--- config.mk ---
export PLATFORM = sky130hd
export DESIGN_NAME = e32_host_mode_driver
export DESIGN_NICKNAME = d
export VERILOG_FILES = /design/src/rtl/e32_host_mode_driver.sv
export SDC_FILE = /design/constraint.sdc
export NUM_CORES = 1
export LEC_CHECK = 0
export CAP_MARGIN = 10
export CORE_ASPECT_RATIO = 1.75
export CORE_MARGIN = 4
export CORE_UTILIZATION = 55
export DETAILED_ROUTE_END_ITERATION = 12
export DONT_BUFFER_PORTS = 1
export PLACE_DENSITY = 0.7
export SLEW_MARGIN = 10
export SYNTH_ARGS = -nofsm -noshare
export SYNTH_HDL_FRONTEND = slang
export SYNTH_SLANG_ARGS = --single-unit
--- constraint.sdc ---
create_clock -name internal_clk -period 8.4 [get_ports internal_clk]
set_input_delay 0.84 -clock internal_clk [delete_from_list [all_inputs] [get_ports internal_clk]]
set_output_delay 0.84 -clock internal_clk [all_outputs]
set_load 0.01 [all_outputs]
--- src/rtl/e32_host_mode_driver.sv ---
// Host-side E32 mode pin driver: sequences M1/M0 changes against the
// transceiver's AUX busy/free handshake and reports done or AUX timeout.
module e32_host_mode_driver #(
  parameter logic [1:0]  DEFAULT_MODE  = 2'd3,
  parameter int unsigned AUX_LOW_WAIT  = 64,
  parameter int unsigned AUX_TIMEOUT   = 100000,
  parameter int unsigned SETTLE_CYCLES = 2000
) (
  input  logic       internal_clk,
  input  logic       rst_n,
  input  logic       req_valid,
  input  logic [1:0] req_mode,
  output logic       req_ready,
  input  logic       AUX,
  output logic       M0,
  output logic       M1,
  output logic [1:0] cur_mode,
  output logic       busy,
  output logic       done,
  output logic       timeout_err
);

  localparam int unsigned MAX_AB = (AUX_TIMEOUT > SETTLE_CYCLES) ? AUX_TIMEOUT : SETTLE_CYCLES;
  localparam int unsigned MAX_C  = (MAX_AB > AUX_LOW_WAIT) ? MAX_AB : AUX_LOW_WAIT;
  localparam int unsigned CW     = $clog2(MAX_C + 1);

  // Terminal values are N-1: a wait of N cycles ends on the Nth cycle in state.
  localparam logic [CW-1:0] TO_LAST     = CW'(AUX_TIMEOUT - 1);
  localparam logic [CW-1:0] LOW_LAST    = CW'(AUX_LOW_WAIT - 1);
  localparam logic [CW-1:0] SETTLE_LAST = CW'(SETTLE_CYCLES - 1);
  localparam logic [CW-1:0] CNT_MAX     = {CW{1'b1}};
  localparam logic [CW-1:0] CNT_ONE     = CW'(1);
  localparam logic [CW-1:0] CNT_ZERO    = {CW{1'b0}};

  typedef enum logic [2:0] {
    ST_INIT      = 3'd0,
    ST_IDLE      = 3'd1,
    ST_WAIT_FREE = 3'd2,
    ST_DRIVE     = 3'd3,
    ST_WAIT_LOW  = 3'd4,
    ST_WAIT_HIGH = 3'd5,
    ST_SETTLE    = 3'd6,
    ST_DONE      = 3'd7
  } state_e;

  state_e        state_q, state_d;
  logic [CW-1:0] cnt_q, cnt_d, cnt_inc_s;
  logic [1:0]    mode_q, mode_d;
  logic [1:0]    pins_q, pins_d;
  logic          from_init_q, from_init_d;
  logic          aux_meta_q, aux_s_q;
  logic          ready_q, busy_q, done_q, timeout_q;
  logic          timeout_s;

  // AUX synchroniser.
  always_ff @(posedge internal_clk or negedge rst_n) begin
    if (!rst_n) begin
      aux_meta_q <= 1'b0;
      aux_s_q    <= 1'b0;
    end else begin
      aux_meta_q <= AUX;
      aux_s_q    <= aux_meta_q;
    end
  end

  // Next-state, counter and pin logic.
  always_comb begin
    state_d     = state_q;
    mode_d      = mode_q;
    pins_d      = pins_q;
    from_init_d = from_init_q;
    timeout_s   = 1'b0;
    cnt_inc_s   = (cnt_q == CNT_MAX) ? cnt_q : (cnt_q + CNT_ONE);

    case (state_q)
      ST_INIT: begin
        if (aux_s_q) begin
          state_d = ST_SETTLE;
        end else if (cnt_q == TO_LAST) begin
          state_d   = ST_IDLE;
          timeout_s = 1'b1;
        end else begin
          state_d = ST_INIT;
        end
      end
      ST_IDLE: begin
        if (req_valid) begin
          mode_d      = req_mode;
          from_init_d = 1'b0;
          state_d     = (req_mode == pins_q) ? ST_DONE : ST_WAIT_FREE;
        end else begin
          state_d = ST_IDLE;
        end
      end
      ST_WAIT_FREE: begin
        if (aux_s_q) begin
          state_d = ST_DRIVE;
        end else if (cnt_q == TO_LAST) begin
          state_d   = ST_IDLE;
          timeout_s = 1'b1;
        end else begin
          state_d = ST_WAIT_FREE;
        end
      end
      ST_DRIVE: begin
        pins_d  = mode_q;
        state_d = ST_WAIT_LOW;
      end
      ST_WAIT_LOW: begin
        // AUX may never drop for switches that need no parameter reload.
        if (!aux_s_q) begin
          state_d = ST_WAIT_HIGH;
        end else if (cnt_q == LOW_LAST) begin
          state_d = ST_SETTLE;
        end else begin
          state_d = ST_WAIT_LOW;
        end
      end
      ST_WAIT_HIGH: begin
        if (aux_s_q) begin
          state_d = ST_SETTLE;
        end else if (cnt_q == TO_LAST) begin
          state_d   = ST_IDLE;
          timeout_s = 1'b1;
        end else begin
          state_d = ST_WAIT_HIGH;
        end
      end
      ST_SETTLE: begin
        if (!aux_s_q) begin
          state_d = ST_WAIT_HIGH;
        end else if (cnt_q == SETTLE_LAST) begin
          state_d = from_init_q ? ST_IDLE : ST_DONE;
        end else begin
          state_d = ST_SETTLE;
        end
      end
      ST_DONE: begin
        state_d = ST_IDLE;
      end
      default: begin
        state_d = ST_INIT;
      end
    endcase

    cnt_d = (state_d != state_q) ? CNT_ZERO : cnt_inc_s;
  end

  // State, counter, pins and registered status outputs.
  always_ff @(posedge internal_clk or negedge rst_n) begin
    if (!rst_n) begin
      state_q     <= ST_INIT;
      cnt_q       <= CNT_ZERO;
      mode_q      <= DEFAULT_MODE;
      pins_q      <= DEFAULT_MODE;
      from_init_q <= 1'b1;
      ready_q     <= 1'b0;
      busy_q      <= 1'b1;
      done_q      <= 1'b0;
      timeout_q   <= 1'b0;
    end else begin
      state_q     <= state_d;
      cnt_q       <= cnt_d;
      mode_q      <= mode_d;
      pins_q      <= pins_d;
      from_init_q <= from_init_d;
      ready_q     <= (state_d == ST_IDLE);
      busy_q      <= (state_d != ST_IDLE);
      done_q      <= (state_q == ST_DONE);
      timeout_q   <= timeout_s;
    end
  end

  assign M1          = pins_q[1];
  assign M0          = pins_q[0];
  assign cur_mode    = pins_q;
  assign req_ready   = ready_q;
  assign busy        = busy_q;
  assign done        = done_q;
  assign timeout_err = timeout_q;

endmodule
==> metrics, run 1 <==
Crit Path Max Fanout=9; drt total wl=~3600 microns; post_cts resized=0; crit path launch type=flop; Via-to-Cell Ratio=about 6.0; Critical path buffers and inverters=0; Cell Area, Synth=about 1800 sq um; drt wl/cell=around 16 microns; number of global-route vias before repair=1380; Vert. Die Dim=around 84 microns; final core utilization=around 60%; first-pass GRT wire length=~6400 microns; ys async rst share=100%; placer congestion estimate=between 0.8 and 0.9; core area=roughly 3200 sq um; CTS clk-pin slew, worst paths=~60 ps; Max Clock Freq=approximately 350 MHz; Finish-stage setup viols=0; grt ovf=0; kind of cell adding the most delay to the critical path=simple AND/OR/NAND/NOR gates; Critical Path, Cell by Cell=ha_1, nand3_1, or2_2, nor3_1, ha_1, and4b_1, and4_1, and4_1, nand3_1, xor2_1, nor3_2; port bufs=0; overall global routing resource usage=19.7%; syn_nets=~190; DRC Markers=0; Top-Level Pins=14; Final Cycle Share=between 30% and 40%; slowest CP cell=dfrtp_1; P_int=332 uW; flops & latches, synth=31; worst skew pair latency=290 ps; hold buffer count at CTS=0; share of layout cells above drive strength 1=slightly below 20%; largest net degree at the start of global routing=32; Die Footprint=4320 sq um; register share of total power=~41%; Post-DP HPWL=between 2000 and 3000 microns; Hold WC Path Type=in2async; postcts setup bufs=0; # H-tree levels=2; Seq/Total Area, Yosys=a little over two fifths; Worst EP arrival=~3000 ps; count of cell types in the netlist=between 40 and 50; CTS Buf Count=5; DRT Pass-1 Iters=5; # diodes=0; post-route ant nets=0; CTS Root Cell=clkbuf_8; post-synthesis xor/xnor area fraction=7.73%; dominant synthesized flop cell=dfrtp_1; Setup crit end kind=flop; synthesis warning total=0; Worst Tran Pin Value=~900 ps; initial cell density of the core=57.1%; Fillers=~290; mux cell area share after synthesis=3.59%; main combinational cell family by area after synthesis=simple AND/OR/NAND/NOR gates; Std-Cell Rows=27; Setup TNS=0 ps; clk_skew=between 7 and 8 ps; Area growth syn-to-layout=5.31%; LEAKAGE=0.737 nW; Clock Sinks=31; initial antenna violation count=0; Final Max Tran Viols=0; max cap viols=0; EDFF count, synth=0; adder-cell share of the synthesized area=1.38%; sw power=between 200 and 250 uW; Die X=51.4 microns; switching part of the total power=between 40% and 50%; Final min period=~2800 ps; Vias=1339; Comb power frac=36.6%; Syn Inst Count=180; clock share of power=22.2%; post-synthesis compound-gate area fraction=between 9 and 10%; Critical Path RT=8530 ps; Avg Synthesized Cell Area=just over 10 sq um; Hold Vio Cnt, Final=0; Clock Tree Buf Depth=2; simple-gate share of the synthesized area=30.0%; worst slew margin relative to its limit=about two fifths; Final #Nets=about 190; Fin Hold WS=around 250 ps; first-iteration detailed-routing DRC count=31; Pwr Density=298 nW/um^2; CP Class=reg2reg; RSZ-0062 raised after global routing=false; Worst IR Drop VDD=0.176 mV; CP max stage delay=about 380 ps; CTS tree=yes; outcome=complete, no violations
[layout by cell type (no fill, tap or decap), drive strengths merged, types with 2 or more instances in the layout]
cell type	instances
o31ai	3
clkbuf	8
nor3	24
o21a	2
inv	5
or3	5
a211o	2
nand2	9
xor2	6
nand3	7
nor2b	4
and3	2
and4	3
dfrtp	25
o21ai	6
nor2	14
a21oi	7
nand3b	2
nand4	4
nor4	4
mux2i	2
xnor2	10
o31a	2
mux2	4
dfstp	6
ha	2
[power by group through the flow]
stage                     sequential (mW)  combinational [mW]  clock [mW]
after floorplan                     0.209               0.221           0
final                               0.235               0.208       0.126
after detailed placement            0.237               0.211           0
after global routing                0.243               0.233       0.136
after CTS                           0.234               0.211       0.130
after global placement              0.235               0.203           0
[sequential cells by signal, summed over array words and instances, names as in the netlist]
register     flops
cnt_q           17
aux_meta_q       1
from_init_q      1
aux_s_q          1
timeout_err      1
mode_q           2
busy             1
done             1
req_ready        1
cur_mode         2
state_q          3
[synth_stat cells, types with 2 or more instances]
cell	n	area, sq um
nor4_1	2	12.5
nand2_1	9	33.8
or3_1	4	25.0
buf_4	3	22.5
clkbuf_1	4	15.0
dfstp_2	6	158
nor3_1	14	70.1
and4_1	3	26.3
xor2_1	6	52.6
nor4_2	2	25.0
a211o_1	2	17.5
o31ai_1	3	22.5
mux2_2	4	45.0
nor2b_1	4	25.0
mux2i_1	2	20.0
nor3_2	10	100
dfrtp_1	25	626
xnor2_1	10	87.6
nand4_1	4	25.0
a21oi_1	7	35.0
inv_1	5	18.8
o31a_1	2	17.5
nor2_1	14	52.6
o21ai_0	5	25.0
nand3_1	7	35.0
and3_1	2	12.5
ha_1	2	25.0
nand3b_1	2	15.0
o21a_1	2	15.0
[metal layers]
metal	vias to the layer above	GRT usage (%)	wire length, microns
li1	645	-	-
met1	651	20.9	1320
met2	29	32.6	1950
met3	14	5.37	145
met4	0	12.9	148
met5	-	0	0
[path summary, 6_finish.rpt]
| check | from | cells after the start | end | slack (ps) |
|---|---|---|---|---|
| max in group asynchronous | rst_n | 0 | busy$_DFF_PN1_ | 7980 |
| hold / removal | rst_n | 0 | cnt_q[14]$_DFFE_PN0P_ | 250 |
| setup reg to reg | cnt_q[0]$_DFFE_PN0P_ | 11 | cnt_q[11]$_DFFE_PN0P_ | 5570 |
| hold reg to reg | aux_meta_q$_DFF_PN0_ | 0 | aux_s_q$_DFF_PN0_ | 340 |
| min in group internal_clk | aux_meta_q$_DFF_PN0_ | 0 | aux_s_q$_DFF_PN0_ | 340 |
| setup / recovery | cnt_q[0]$_DFFE_PN0P_ | 11 | cnt_q[11]$_DFFE_PN0P_ | 5570 |
[final cells by class]
class	instances	area (sq um)	area share [%]
inverters	5	18.8	0.983
multi-input cells	135	953	49.9
clock buffers	8	100	5.24
flip-flops and latches	31	783	41.0
well taps	43	53.8	2.82
[cells by family after synthesis]
| group | Yosys count |
|---|---|
| simple gates | 86 |
| flops | 31 |
| compound gates | 25 |
| xor+xnor | 16 |
| buf+inv | 14 |
| mux | 6 |
| fa+ha+maj | 2 |
[through the flow]
| step | power, mW | worst slack, ps | instances | area (sq um) |
|---|---|---|---|---|
| floorplan | 0.431 | 5740 | 180 | 1810 |
| global placement | 0.438 | 5700 | 214 | 1810 |
| detailed placement | 0.448 | 5580 | 214 | 1810 |
| CTS | 0.576 | 5570 | 222 | 1910 |
| global route | 0.612 | 5290 | 222 | 1910 |
| finish | 0.569 | 5570 | 222 | 1910 |
Note: power is estimated with default switching activity, not from simulation.
==> run 2: changes to the inputs <==
- PLACE_DENSITY: 0.7 -> 0.73
- clock period: 8.4 -> 2.4 ns (I/O delays scaled with it)
==> run 2 against run 1 <==
  * Sequential power grew to 3.4 times the previous value
  * Largest power group is now combinational logic
  * Largest cell class unchanged
  * Maximum frequency grew 22%
  * First-iteration DRC count grew to 2.8 times the previous value
  * Die area stayed put
  * Core utilization rose by 10 points
  * Via count rose by 16%
==> metrics, run 2 (synthesis gave the netlist of run 1 again) <==
Pwr Density=about 1000 nW/um^2; Setup TNS=0 ps; DRT Pass-1 Iters=4; DP Worst Slack=-97.7 ps; Hold Vio Cnt, Final=0; P_int=1.34 mW; final core utilization=between 70% and 80%; Std-Cell Rows=27; CTS tree=yes; max cap viols=0; Die X=between 50 and 60 microns; first-iteration detailed-routing DRC count=88; first-pass GRT wire length=between 7000 and 8000 microns; Fin Hold WS=roughly 110 ps; Clock Tree Buf Depth=2; drt wl/cell=between 15 and 20 microns; Setup crit end kind=flop; most used cell, CP=nand4_1; Crit Path Max Fanout=5; initial cell density of the core=around 57%; Fillers=~250; most frequent cells in the layout=buf_4, dfrtp_1, nor2_1, nor3_2, nor3_1; Reg-to-Reg End=cnt_q[15]$_DFFE_PN0P_; outcome=complete, no violations; crit path launch type=flop; Vias=~1.6k; share of layout cells above drive strength 1=between 30% and 40%; Critical Path RT=about 2600 ps; CTS Root Cell=clkbuf_8; Critical Path Source=cnt_q[9]$_DFFE_PN0P_; CTS clk-pin slew, worst paths=about 70 ps; LEAKAGE=between 0.9 and 1 nW; Worst Tran Pin Value=between 400 and 500 ps; total power=roughly 2.3 mW; Regs by FF count=cnt_q x17, state_q x3; post-route ant nets=0; switching part of the total power=approximately two fifths; flop-to-flop setup slack=about 77 ps; Comb power frac=a little under half; worst skew pair latency=280 ps; Worst EP arrival=~2500 ps; register share of total power=between 30% and 40%; final worst slack=76.6 ps; drt total wl=4440 microns; Hold WC Path Type=in2reg; Final #Nets=~220; Critical Path, Cell by Cell=nand4_1, nor2_2, nand4_1, nor3_4, ha_2, and4b_1, buf_4, and3_1, nand4_1, xnor2_1, nor3_2; Final min period=about 2300 ps; max reg flops=17; Final Cycle Share=between 90 and 100%; grt ovf=0; Finish-stage setup viols=0; Via-to-Cell Ratio=6.19; # H-tree levels=2; CP max stage delay=420 ps; Clock Sinks=31; Worst IR Drop VDD=about 0.52 mV; Worst Setup EP=cnt_q[15]$_DFFE_PN0P_; number of global-route vias before repair=between 1.5k and 2k; CP Class=reg2reg; R2R Path Start=cnt_q[9]$_DFFE_PN0P_; placer congestion estimate=slightly below 0.9; Die Footprint=between 4000 and 5000 sq um; port bufs=0; initial antenna violation count=0; DRC Markers=0; sw power=941 uW; Final Max Tran Viols=0; worst slew margin relative to its limit=about two thirds; core area=approximately 3200 sq um; Post-DP HPWL=~3000 microns; most common cell after layout, fill and taps aside=buf_4; Top-Level Pins=14; CTS Buf Count=5; clk_skew=between 6 and 7 ps; Top reg by flops=cnt_q; Worst R2R Path Depth=11; clock share of power=18.2%; Vert. Die Dim=~84 microns; largest net degree at the start of global routing=32; Area growth syn-to-layout=23.3%; Max Clock Freq=approximately 430 MHz; # diodes=0; overall global routing resource usage=between 20% and 30%; slowest CP cell=dfrtp_2
run 2: cell types whose count changed in the layout (fill, tap and decap cells not counted), moves of 3 or more:
cell / before / now
dfrtp_2: 0 / 5
dfrtp_1: 25 / 20
buf_4: 0 / 24
nor3_1: 14 / 11
buf_12: 0 / 3
run 2: stage by stage:
stage	cell area (sq um)	instances
after CTS	2120	242
after floorplan	1840	180
after global routing	2240	251
final	2240	251
after global placement	1930	226
after detailed placement	1930	226
run 2: worst max-delay path, delay by kind of cell (launching register included):
| family | cells | cell delay, ps |
|---|---|---|
| xor gates and xnor gates | 1 | 140 |
| and+or+nand+nor | 8 | 1300 |
| adders and majority gates | 1 | 210 |
| buffers and inverters | 1 | 140 |
| DFF | 1 | 420 |
run 2: power groups by stage:
stage	Clock, mW	Sequential [mW]	Combinational [mW]
floorplan	0	0.734	0.775
global placement	0	0.805	0.834
detailed placement	0	0.813	0.870
CTS	0.427	0.799	1.02
global route	0.451	0.821	1.15
finish	0.415	0.803	1.06
run 2: worst min path at each step:
| stage | from | end | depth (start not counted) |
|---|---|---|---|
| 2_1_floorplan | rst_n | aux_meta_q$_DFF_PN0_ | 0 |
| 3_3_place_gp | rst_n | state_q[0]$_DFF_PN0_ | 0 |
| 3_5_place_dp | rst_n | state_q[0]$_DFF_PN0_ | 0 |
| 4_1_cts | req_mode[1] | mode_q[1]$_DFFE_PN1P_ | 1 |
| 5_1_grt | req_mode[1] | mode_q[1]$_DFFE_PN1P_ | 1 |
| 6_report | req_mode[0] | mode_q[0]$_DFFE_PN1P_ | 1 |
run 2: area by class of cell:
type,instances,area (sq um),share of cell area (%)
flip-flops and latches,31,790,35.3
inverters,5,18.8,0.839
multi-input cells,135,1020,45.7
well taps,43,53.8,2.41
clock inverters,1,5.00,0.224
repair buffers,29,260,11.6
clock buffers,7,86.3,3.86
run 2: repair_timing:
action | 4_1_cts | 5_1_grt
buffers inserted | 5 | 9
hold buffers | 3 | 0
gates resized for setup | 4 | 12
endpoints found under the setup margin | 17 | 17
pin swaps | 3 | 5
endpoints found under the hold margin | 32 | 0
run 2: per-layer routing:
layer  global-route usage, %  part of all wire, %
met5                       0                    0
met4                    13.1                  4.4
met3                    3.04                  3.5
met2                    39.7                   56
met1                    24.4                   36
